### src/rtl/dfe_pkg.sv
// Shared types and helpers for the PAM decision-feedback equaliser family.
package dfe_pkg;

    typedef enum logic {
        LOAD = 1'b0,
        RUN  = 1'b1
    } dfe_state_t;

    function automatic int acc_width(input int data_w, input int coef_w, input int n_taps);
        return data_w + coef_w + $clog2(n_taps) + 4;
    endfunction

    // Symbol index to signed amplitude: PAM4 {-3,-1,+1,+3}, PAM2 {-1,+1}.
    function automatic logic signed [2:0] pam_level(input int idx, input int pam_levels);
        logic signed [2:0] lvl;
        if (pam_levels == 2) begin
            lvl = (idx == 0) ? -3'sd1 : 3'sd1;
        end else begin
            lvl = 3'(2 * idx - 3);
        end
        return lvl;
    endfunction

endpackage

### src/rtl/dfe_pam_slicer.sv
// Combinational PAM slicer: thresholds at 0 and +/-2*c0, ties go to the higher index.
module dfe_pam_slicer #(
    parameter int PAM_LEVELS = 4,
    parameter int ACC_W      = 32
) (
    input  logic signed [ACC_W-1:0]              y,
    input  logic signed [ACC_W-1:0]              c0,
    output logic        [$clog2(PAM_LEVELS)-1:0] sym
);

    if (PAM_LEVELS == 2) begin : g_pam2
        assign sym[0] = ~y[ACC_W-1];
    end else begin : g_pam4
        // One extra bit so 2*c0 and its negation cannot wrap.
        logic signed [ACC_W:0] y_ext;
        logic signed [ACC_W:0] thr;
        assign y_ext = {y[ACC_W-1], y};
        assign thr   = $signed({c0, 1'b0});

        always_comb begin
            sym = 2'd3;
            if (y_ext < -thr) begin
                sym = 2'd0;
            end else if (y_ext < 0) begin
                sym = 2'd1;
            end else if (y_ext < thr) begin
                sym = 2'd2;
            end
        end
    end

endmodule

### src/rtl/dfe_pam_eq.sv
// Parametrised PAM2/PAM4 decision-feedback equaliser with tap-load port and
// a stall-free streaming datapath.
module dfe_pam_eq
    import dfe_pkg::*;
#(
    parameter int N_TAPS     = 5,
    parameter int DATA_W     = 8,
    parameter int COEF_W     = 16,
    parameter int PAM_LEVELS = 4,
    parameter int SHIFT_W    = 4
) (
    input  logic                                                clk,
    input  logic                                                rstn,
    input  logic                                                cfg_we,
    input  logic        [$clog2(N_TAPS)-1:0]                    cfg_addr,
    input  logic signed [COEF_W-1:0]                            cfg_coef,
    input  logic        [SHIFT_W-1:0]                           cfg_shift,
    output logic                                                cfg_done,
    output logic                                                cfg_err,
    input  logic                                                flush,
    input  logic                                                in_valid,
    output logic                                                in_ready,
    input  logic signed [DATA_W-1:0]                            in_data,
    output logic                                                out_valid,
    output logic        [$clog2(PAM_LEVELS)-1:0]                out_sym,
    output logic signed [acc_width(DATA_W, COEF_W, N_TAPS)-1:0] out_eq
);

    localparam int ACC_W = acc_width(DATA_W, COEF_W, N_TAPS);
    localparam int SYM_W = $clog2(PAM_LEVELS);
    localparam logic [SYM_W-1:0] SYM_PLUS1 = SYM_W'(PAM_LEVELS / 2);

    if (PAM_LEVELS != 2 && PAM_LEVELS != 4) begin : g_bad_pam
        $error("dfe_pam_eq: PAM_LEVELS must be 2 or 4");
    end

    dfe_state_t state_reg, state_next;
    logic [N_TAPS-1:0]        written_reg, written_next;
    logic signed [COEF_W-1:0] coef_reg [N_TAPS];
    logic [SHIFT_W-1:0]       shift_reg;
    logic                     cfg_err_reg;
    logic                     addr_ok, tap_wr;

    assign addr_ok = 32'(cfg_addr) < N_TAPS;
    assign tap_wr  = cfg_we && addr_ok && (state_reg == LOAD);

    always_comb begin
        written_next = written_reg;
        state_next   = state_reg;
        if (tap_wr) begin
            written_next[cfg_addr] = 1'b1;
        end
        if (state_reg == LOAD && (&written_next)) begin
            state_next = RUN;
        end
    end

    always_ff @(posedge clk or negedge rstn) begin
        if (!rstn) begin
            state_reg   <= LOAD;
            written_reg <= '0;
            shift_reg   <= '0;
            cfg_err_reg <= 1'b0;
            for (int k = 0; k < N_TAPS; k++) begin
                coef_reg[k] <= '0;
            end
        end else begin
            state_reg   <= state_next;
            written_reg <= written_next;
            if (cfg_we && (!addr_ok || state_reg == RUN)) begin
                cfg_err_reg <= 1'b1;
            end
            if (tap_wr) begin
                coef_reg[cfg_addr] <= cfg_coef;
                if (cfg_addr == '0) begin
                    shift_reg <= cfg_shift;
                end
            end
        end
    end

    assign cfg_done = &written_reg;
    assign cfg_err  = cfg_err_reg;
    assign in_ready = (state_reg == RUN);

    // Datapath: x_reg (S1) -> decision + history (S2) -> output register.
    logic                                 v1_reg, v2_reg, out_valid_reg;
    logic signed [ACC_W-1:0]              x_reg, eq2_reg, out_eq_reg;
    logic [SYM_W-1:0]                     sym2_reg, out_sym_reg, s2_sym;
    logic [N_TAPS-1:1][SYM_W-1:0]         hist_reg, hist_eff, hist_shift, hist_next;
    logic signed [ACC_W-1:0]              isi_term [1:N_TAPS-1];
    logic signed [ACC_W-1:0]              isi_sum, y, c0_ext;

    // A flush overrides the history seen by the sample currently in S2.
    assign hist_eff = flush ? {(N_TAPS-1){SYM_PLUS1}} : hist_reg;
    assign c0_ext   = ACC_W'(coef_reg[0]);

    for (genvar gi = 1; gi < N_TAPS; gi++) begin : g_isi
        assign isi_term[gi] = ACC_W'(coef_reg[gi]) *
                              ACC_W'(pam_level(int'(hist_eff[gi]), PAM_LEVELS));
        if (gi == 1) begin : g_first
            assign hist_shift[gi] = s2_sym;
        end else begin : g_rest
            assign hist_shift[gi] = hist_eff[gi-1];
        end
    end

    always_comb begin
        isi_sum = '0;
        for (int k = 1; k < N_TAPS; k++) begin
            isi_sum = isi_sum + isi_term[k];
        end
    end

    assign y         = x_reg - isi_sum;
    assign hist_next = v1_reg ? hist_shift : hist_eff;

    dfe_pam_slicer #(
        .PAM_LEVELS (PAM_LEVELS),
        .ACC_W      (ACC_W)
    ) u_slicer (
        .y   (y),
        .c0  (c0_ext),
        .sym (s2_sym)
    );

    always_ff @(posedge clk or negedge rstn) begin
        if (!rstn) begin
            v1_reg        <= 1'b0;
            x_reg         <= '0;
            hist_reg      <= '0;
            v2_reg        <= 1'b0;
            sym2_reg      <= '0;
            eq2_reg       <= '0;
            out_valid_reg <= 1'b0;
            out_sym_reg   <= '0;
            out_eq_reg    <= '0;
        end else begin
            v1_reg   <= in_valid && in_ready;
            if (in_valid && in_ready) begin
                x_reg <= ACC_W'(in_data) <<< shift_reg;
            end
            hist_reg <= hist_next;
            v2_reg   <= v1_reg;
            if (v1_reg) begin
                sym2_reg <= s2_sym;
                eq2_reg  <= y;
            end
            out_valid_reg <= v2_reg;
            if (v2_reg) begin
                out_sym_reg <= sym2_reg;
                out_eq_reg  <= eq2_reg;
            end
        end
    end

    assign out_valid = out_valid_reg;
    assign out_sym   = out_sym_reg;
    assign out_eq    = out_eq_reg;

endmodule

### config.mk
export PLATFORM = sky130hd
export DESIGN_NAME = dfe_pam_eq
export DESIGN_NICKNAME = d
export VERILOG_FILES = /design/src/rtl/dfe_pkg.sv /design/src/rtl/dfe_pam_slicer.sv /design/src/rtl/dfe_pam_eq.sv
export SDC_FILE = /design/constraint.sdc
export NUM_CORES = 1
export LEC_CHECK = 0
export ABC_AREA = 1
export CORE_ASPECT_RATIO = 0.5
export CORE_MARGIN = 1.5
export CORE_UTILIZATION = 35
export DETAILED_ROUTE_END_ITERATION = 8
export HOLD_SLACK_MARGIN = 0.08
export MAX_ROUTING_LAYER = met4
export PLACE_DENSITY = 0.6
export RECOVER_POWER = 100
export SYNTH_ARGS = -nofsm -noshare
export SYNTH_HDL_FRONTEND = slang
export SYNTH_SLANG_ARGS = --single-unit
### constraint.sdc
create_clock -name clk -period 8.7 [get_ports clk]
set_clock_uncertainty 0.15 [all_clocks]
set_input_delay 1.305 -clock clk [delete_from_list [all_inputs] [get_ports clk]]
set_output_delay 1.305 -clock clk [all_outputs]
set_load 0.02 [all_outputs]
* Yosys cells after proc, flatten, opt, wreduce, memory -nomap -nowiden *
Cells that the tools add are included.

operators by class
  bitwise gates (word level) = 3
  multipliers = 4
  $add $sub $neg = 9
  reductions and logical operators = 13
  order comparisons = 8
  shift operators = 1
  muxes and demuxes = 11

operators by type and width
  operator               number
  $bwmux W80             1
  $mul A16 B3 Y19        4
  $demux W16 S3          1
  $lt A31 B32 Y1         1
  $neg A17 Y32           1
  $lt A31 B1 Y1 const B  1
  $lt A31 B17 Y1         1
  $sshl A8 B4 Y31        1
  $sub A31 B22 Y31       1
  $add A21 B19 Y22       1
  $add A20 B19 Y21       1
  $add A19 B19 Y20       1
  $mux W16               1
  $mux W8                2
  $sub A3 B2 Y3 const B  4
  $reduce_and A5 Y1      2
  $logic_and A1 B1 Y1    7
  $mux W5                1
  $or A5 B5 Y5           1
  $ge A4 B4 Y1 const B   1
  $lt A3 B4 Y1 const B   1
  $lt A4 B1 Y1 const B   1
  $mux W2                2
  $not A3 Y4             1
  other kinds (9)        10

word-level totals
  logic and storage cells = 70
  input port bits = 36
  bits in registers = 199
  output and inout port bits = 37

* Logic depth before layout (Yosys ltp) *
Gate-level depths: netlist of run 1.

  depth after elaboration = 12
  depth in mapped cells = 38

* Modules after synthesis *
From an unflattened synthesis of run 1, not the netlist that was laid out.

unflattened totals
  cell total of the unflattened synthesis = 2310
  area total of the unflattened synthesis = 18730.5 um^2

modules (own cells, without submodules)
  module          instances  cells an instance  area an instance (um^2)
  dfe_pam_eq      1          1940               16467.0
  dfe_pam_slicer  1          370                2263.4

* Worst setup path after synthesis of run 1 *
OpenSTA, ideal clock, no wires.

  path type = input to register
  start point = input flush
  end point = register hist_reg[0] in the netlist's numbering
  setup slack = 634 ps
  arrival time = 7796 ps
  path buffers = 2
  library setup time = 120 ps
  stages = 31
  data required time = 8430 ps
  path through = or2_2 -> clkbuf_1 -> clkbuf_1 -> nor2_1 -> fa_1 -> fa_1 -> fa_1 -> inv_1 -> fa_1 -> fa_1 -> inv_1 -> fa_1 -> inv_1 -> ha_1 -> nand2_2 -> nor4_1 -> nand3_1 -> nand3_1 -> nand2_1 -> a22oi_4 -> inv_1 -> ha_1 -> nand2_1 -> nor2_1 -> nand4_1 -> nor4_1 -> nand2_1 -> nand3b_1 -> nand3_1 -> nand4_1 -> nand2_1

RTL lines
  element               RTL line           RTL
  from (decl)           dfe_pam_eq.sv:20   input logic flush,
  to (signal assigned)  dfe_pam_eq.sv:143  hist_reg <= hist_next;
  to (decl)             dfe_pam_eq.sv:90   logic [N_TAPS-1:1][SYM_W-1:0] hist_reg, hist_eff, hist_shift, hist_next;

* Worst setup path in the final report of run 1 *
  start point = input flush
  end point = register sym2_reg[0]

between the ends
  word-level cells in the longest chain between the ends = 11

RTL lines
  element               RTL line              RTL
  $mux W8 *             dfe_pam_eq.sv:95      assign hist_eff = flush ? {(N_TAPS-1){SYM_PLUS1}} : hist_reg;
  $sub A3 B2 Y3         dfe_pkg.sv:19         lvl = 3'(2 * idx - 3);
  $mul A16 B3 Y19       dfe_pam_eq.sv:99      assign isi_term[gi] = ACC_W'(coef_reg[gi]) *
  $add A19 B19 Y20      dfe_pam_eq.sv:111     isi_sum = isi_sum + isi_term[k];
  $add A20 B19 Y21      dfe_pam_eq.sv:111
  $add A21 B19 Y22 *    dfe_pam_eq.sv:111
  $sub A31 B22 Y31 *    dfe_pam_eq.sv:115     assign y = x_reg - isi_sum;
  via u_slicer.y[18]    dfe_pam_slicer.sv:6   input logic signed [ACC_W-1:0] y,
  $lt A31 B17 Y1        dfe_pam_slicer.sv:26  end else if (y_ext < thr) begin
  $mux W1               dfe_pam_slicer.sv:26
  $mux W2               dfe_pam_slicer.sv:24  end else if (y_ext < 0) begin
  $mux W2 *             dfe_pam_slicer.sv:22  if (y_ext < -thr) begin
  to (signal assigned)  dfe_pam_eq.sv:146     sym2_reg <= s2_sym;
  to (decl)             dfe_pam_eq.sv:89      logic [SYM_W-1:0] sym2_reg, out_sym_reg, s2_sym;

Mark *: on every way through the listed nets, which the timed path passes. The rest lies on a longest branch.
A chain may end at the register's enable or synchronous reset.

==> reports/metrics.csv, run 1 <==
stage;metric;value;unit
critical_path;cp_common_cell;nand2_1;
sta;slew_headroom;-138;%
synth;synthesis.nets;2476;
placement;place_hpwl;37700;um
cells_and_area;layout-drive-gt1-share;10.1;%
route;wl_met3;2290;um
cts;clkLatencyLatePin;470;ps
sta;hold_violations;0;
cts;clockBufferDepth;2;
route;drtPass1Iterations;5;
critical_path;critPathMaxFanout;4;
min_path;hp-class;flip-flop to flip-flop;
sta;finalMaxSlewViolations;366;
route;drc;0;
cells_and_area;largest_register_ffs;64;
cts;postCtsHoldBufs;0;
synth;synthMuxAreaShare;0.701;%
critical_path;worst-r2r-cell-count;37;
route;via_per_inst;4.62;
synth;syn_area_per_cell;8.56;um^2
critical_path;reg2reg_from;hist_reg[5];
placement;port_buffers;72;
status;violations;max-capacitance violations, max-slew violations;
floorplanning;dieWidth;321;um
critical_path;crit_slowest_cell;fa_1;
synth;synthAdderAreaFrac;35.3;%
cells_and_area;synthToLayoutAreaGrowth;18.4;%
sta;tightest_slew;3570;ps
critical_path;crit_path_end_kind;flip-flop;
synth;ys_seq_area_share;27.1;%
status;status;complete, but fails checks;
cells_and_area;nets;2683;
route;postRouteAntennaNets;0;
cts;numCtsBuffers;17;
global_routing;grt_max_degree;72;
critical_path;rrSetupSlack;1340;ps
floorplanning;start_util;35.9;%
cts;cts_sinks;191;
route;wl_met2;19800;um
critical_path;slowest_delay;550;ps
sta;tns;0;ps
floorplanning;coreArea;49100;um^2
critical_path;path_class;input pin to flip-flop;
cells_and_area;final_cell_mix;inv_1 (487), nand2_1 (319), fa_1 (203);
synth;synth-seq-cells;191;
floorplanning;pin_count;73;
route;top_layer_used;met4;
cts;cts_tree;built;
cells_and_area;nFillCells;4866;
global_routing;globalRouteOverflowTotal;0;
sta;finalCritPeriodShare;92.6;%
critical_path;critPathRequiredTime;8950;ps
sta;fin_crit;8060;ps
route;met1Wirelength;23000;um
synth;syn_inst;2064;
global_routing;track_usage;19.2;%
min_path;hold_depth;2;
min_path;min_delay_worst_endpoint;eq2_reg[25];
cells_and_area;final_cells;2935;
run;cap_violations;7;
cells_and_area;final_area;20900;um^2
critical_path;r2r-end;sym2_reg[0];
synth;yosys_warnings;0;
sta;fmax;124;MHz
global_routing;grt_pass1_vias;14100;
floorplanning;die_y;162;um
cts;cts.clk_slew.worst_paths;80;ps
floorplanning;die_area;51900;um^2
sta;setup_viol;0;
route;wl_per_cell;15.6;um
synth;synth_cell_types;49;
cells_and_area;layout_commonest_cell;inv_1;
cts;root_buffer;clkbuf_16;
route;drtIter0Drc;902;
placement;placed_cell_area;20300;um^2
route;postRouteWirelength;45800;um
sta;fin_ws;640;ps
sta;rsz0062_at_grt;false;
placement;gp_congestion;0.910;
synth;synth_compound_area_share;9.23;%
global_routing;grt_antenna_before_repair;2;
cts;cts.htree.levels;4;
placement;place_ws;-295;ps
synth;syn_area;17700;um^2
min_path;hold_start;eq2_reg[25];
floorplanning;rows;57;
placement;place_inst;2900;
critical_path;critPathLaunchType;input pin;
route;vias;13600;
critical_path;crit_arrival;8310;ps
synth;synth_xor_area_share;2.13;%
synth;synth_top_family_by_area;adder cells;
global_routing;grt_pass1_wl;75400;um
synth;synth-simple-area-share;14.1;%
## area by class of cell
type / instances / area, um^2 / share of cell area [%]
multi-input combinational: 1334 / 10900 / 52.0
sequential: 191 / 4780 / 22.9
clock inverter: 14 / 169 / 0.808
tap: 649 / 812 / 3.88
clock buffer: 18 / 439 / 2.10
inverter: 493 / 1850 / 8.85
antenna: 2 / 5.00 / 0.0239
timing repair buffer: 234 / 1970 / 9.44
## cell usage after synthesis, drive strengths merged
cell type | number | area [um^2]
inv | 491 | 1840
nand2 | 326 | 1250
fa | 203 | 4060
nor2 | 201 | 769
dfrtp | 191 | 4780
o21ai | 175 | 880
ha | 173 | 2160
a21oi | 93 | 473
clkbuf | 37 | 139
xor2 | 32 | 280
nand3 | 30 | 178
nand4 | 12 | 75.1
mux2 | 11 | 124
nor3 | 11 | 82.6
xnor2 | 11 | 96.3
buf | 9 | 37.5
o21a | 9 | 67.6
or2 | 9 | 56.3
nor4 | 7 | 43.8
o211ai | 5 | 37.5
a21o | 4 | 30.0
a22oi | 4 | 43.8
o22ai | 4 | 25.0
nand3b | 3 | 22.5
o221ai | 3 | 26.3
clkinv | 2 | 7.51
a21boi | 1 | 7.51
a221oi | 1 | 8.76
a31oi | 1 | 6.26
nor3b | 1 | 7.51
nor4b | 1 | 8.76
o2111ai | 1 | 8.76
o21bai | 1 | 7.51
o31a | 1 | 8.76
## worst max path at each step
stage          start           to  depth (start not counted)
2_1_floorplan  flush  hist_reg[0]                         31
3_3_place_gp   flush  sym2_reg[0]                         34
3_5_place_dp   flush  hist_reg[0]                         35
4_1_cts        flush  sym2_reg[0]                         35
5_1_grt        flush  sym2_reg[0]                         40
6_report       flush  sym2_reg[0]                         39
## worst max-delay path: cells and delay by family
family | cells | cell delay, ps
buffers and inverters | 11 | 1170
XOR/XNOR | 1 | 90
AND/OR/NAND/NOR | 13 | 1080
adder cells (fa/ha/maj) | 8 | 3760
AO/OA/AOI/OAI | 6 | 890
## through the flow
stage / util, % / hold slack (ps)
after floorplan: - / 202
after global placement: 41.4 / 309
after detailed placement: 41.4 / 310
after CTS: 42.6 / 332
after global routing: 42.5 / 365
final: 42.6 / 330
## what timing repair did
action                                  in CTS  in global routing
buffers inserted                             0                  1
gates resized for setup                      0                  8
endpoints found under the setup margin       0                  4
## metal layers
metal	global-route usage, %	up-vias
met4	3.90	0
met5	-	-
met3	3.83	34
met1	26.6	6580
li1	-	6714
met2	29.2	238
## logic make-up after synthesis
family	count (synthesis)
AND/OR/NAND/NOR	601
buffers and inverters	539
adder cells (fa/ha/maj)	376
AO/OA/AOI/OAI	303
flip-flops	191
XOR/XNOR	43
multiplexers	11
Power of run 1 is left out: the tool's default activity adds up to more than one toggle a clock period on the data nets, which glitch-free logic cannot reach.
==> run 2, diff against run 1 <==
--- a/config.mk
+++ b/config.mk
@@ -6,14 +6,17 @@
 export NUM_CORES = 1
 export LEC_CHECK = 0
 export ABC_AREA = 1
+export CELL_PAD_IN_SITES_DETAIL_PLACEMENT = 1
+export CELL_PAD_IN_SITES_GLOBAL_PLACEMENT = 2
 export CORE_ASPECT_RATIO = 0.5
 export CORE_MARGIN = 1.5
-export CORE_UTILIZATION = 35
+export CORE_UTILIZATION = 39
 export DETAILED_ROUTE_END_ITERATION = 8
 export HOLD_SLACK_MARGIN = 0.08
 export MAX_ROUTING_LAYER = met4
-export PLACE_DENSITY = 0.6
+export PLACE_DENSITY = 0.91
 export RECOVER_POWER = 100
+export SLEW_MARGIN = 40
 export SYNTH_ARGS = -nofsm -noshare
 export SYNTH_HDL_FRONTEND = slang
 export SYNTH_SLANG_ARGS = --single-unit
==> run 2 against run 1 <==
Against the previous run:
- the flow still finishes with violations (max-capacitance violations, max-slew violations)
- first-iteration DRC count decreased by 6.4%
- sequential share of layout area grew 0.13 points
- routed wire length rose by 17%
==> reports/metrics.csv, run 2 (synthesis gave the netlist of run 1 again) <==
stage;metric;value;unit;change
status;status;complete, but fails checks;;
status;violations;max-capacitance violations, max-slew violations;;
sta;fmax;120;MHz;-3.1%
floorplanning;die_y;153;um;-5.2%
floorplanning;die_area;46700;um^2;-10%
critical_path;crit_arrival;8500;ps;+190 ps
run;cap_violations;7;;unchanged
cts;numCtsBuffers;17;;unchanged
sta;tightest_slew;3810;ps;+248 ps
global_routing;globalRouteOverflowTotal;0;;unchanged
cells_and_area;layout_commonest_cell;inv_1;;
placement;gp_congestion;0.910;;about the same
route;wl_per_cell;18.6;um;+20%
route;drtPass1Iterations;5;;unchanged
sta;slew_headroom;-154;%;-17 points
critical_path;slowest_delay;570;ps;+20 ps
cts;cts_tree;built;;
sta;setup_viol;0;;unchanged
global_routing;grt_antenna_before_repair;1;;-1
global_routing;grt_pass1_vias;15400;;+8.7%
global_routing;grt_max_degree;67;;-6.9%
route;drtIter0Drc;844;;-6.4%
cts;cts_sinks;191;;unchanged
cells_and_area;synthToLayoutAreaGrowth;17.7;%;
cts;clockBufferDepth;2;;unchanged
critical_path;path_class;input pin to flip-flop;;
route;vias;14300;;+5.3%
route;drc;0;;unchanged
critical_path;crit_slowest_cell;fa_1;;
floorplanning;start_util;40.0;%;+4.1 points
cells_and_area;layout-drive-gt1-share;10.4;%;+0.27 points
route;via_per_inst;4.99;;+8.0%
sta;finalMaxSlewViolations;363;;-0.82%
floorplanning;pin_count;73;;unchanged
sta;hold-worst-slack;309;ps;-20.6 ps
critical_path;critPathLaunchType;input pin;;
global_routing;grt_pass1_wl;85700;um;+14%
cells_and_area;largest_register_ffs;64;;unchanged
placement;place_hpwl;43700;um;+16%
floorplanning;rows;54;;-5.3%
cts;post_cts_buffers;0;;unchanged
critical_path;critPathMaxFanout;14;;+10
cts;clkLatencyLatePin;470;ps;about the same
cells_and_area;nets;2672;;-0.41%
sta;tns;0;ps;unchanged
critical_path;crit_path_end_kind;flip-flop;;
sta;hold_violations;0;;unchanged
cts;cts.htree.levels;4;;unchanged
route;postRouteWirelength;53300;um;+17%
sta;finalCritPeriodShare;95.6;%;+2.9 points
placement;port_buffers;72;;unchanged
sta;fin_crit;8310;ps;+255 ps
floorplanning;dieWidth;304;um;-5.2%
global_routing;track_usage;24.4;%;+5.2 points
critical_path;cp_common_cell;nand2_1;;
min_path;hp-class;flip-flop to flip-flop;;
cts;postCtsHoldBufs;0;;unchanged
cells_and_area;final_cell_mix;inv_1 (484), nand2_1 (319), fa_1 (203);;
critical_path;critPathRequiredTime;8890;ps;-60 ps
cts;root_buffer;clkbuf_16;;
cts;cts.clk_slew.worst_paths;80;ps;about the same
floorplanning;coreArea;44100;um^2;-10%
route;postRouteAntennaNets;0;;unchanged
run 2: metrics by stage:
stage,utilization [%],worst slack (ps),cell area [um^2],cells
3_5_place_dp,45.7,-862,20200,2828
3_3_place_gp,45.7,-618,20200,2828
6_report,47.1,385,20800,2862
2_1_floorplan,-,634,17700,2064
4_1_cts,47.1,11.7,20800,2861
5_1_grt,47.1,-39.0,20800,2861
run 2: final cells by class:
class	count	area [um^2]
multi-input combinational	1335	11000
clock buffer	20	457
antenna	1	2.50
clock inverter	12	124
tap	588	736
inverter	493	1850
sequential	191	4780
fill	5230	23300
timing repair buffer	222	1870
run 2: worst paths after layout:
check / from / endpoint / slack, ps / depth (start not counted)
worst max-delay path: flush / hist_reg[0] / 390 / 36
worst min-delay path: cfg_err / cfg_err / 310 / 1
worst max register to register: hist_reg[7] / hist_reg[0] / 1060 / 33
worst min register to register: cfg_err / cfg_err / 310 / 1
max in group asynchronous: rstn / x_reg[21] / 1640 / 2
min in group asynchronous: rstn / coef_reg[37] / 2000 / 1
run 2: worst max-delay path: cells and delay by family:
kind / cells / cell delay, ps
fa+ha+maj: 8 / 3830
buf+inv: 10 / 1210
xor+xnor: 1 / 140
simple gates: 13 / 1240
compound gates: 4 / 770
run 2: metal layers:
| metal | GRT usage [%] | share of wire (%) |
|---|---|---|
| met1 | 33.4 | 48 |
| met3 | 3.61 | 4.4 |
| met2 | 38.6 | 46 |
| met4 | 5.36 | 1.6 |
| met5 | - | 0 |
run 2: repair_timing:
action                                  in CTS  in global routing
endpoints found under the setup margin       2                  4
endpoints found under the hold margin        0                  0
gates resized for setup                     10                 22
cloned                                       1                  0
pin swaps                                    3                  2
Power of run 2 is left out for the same reason.
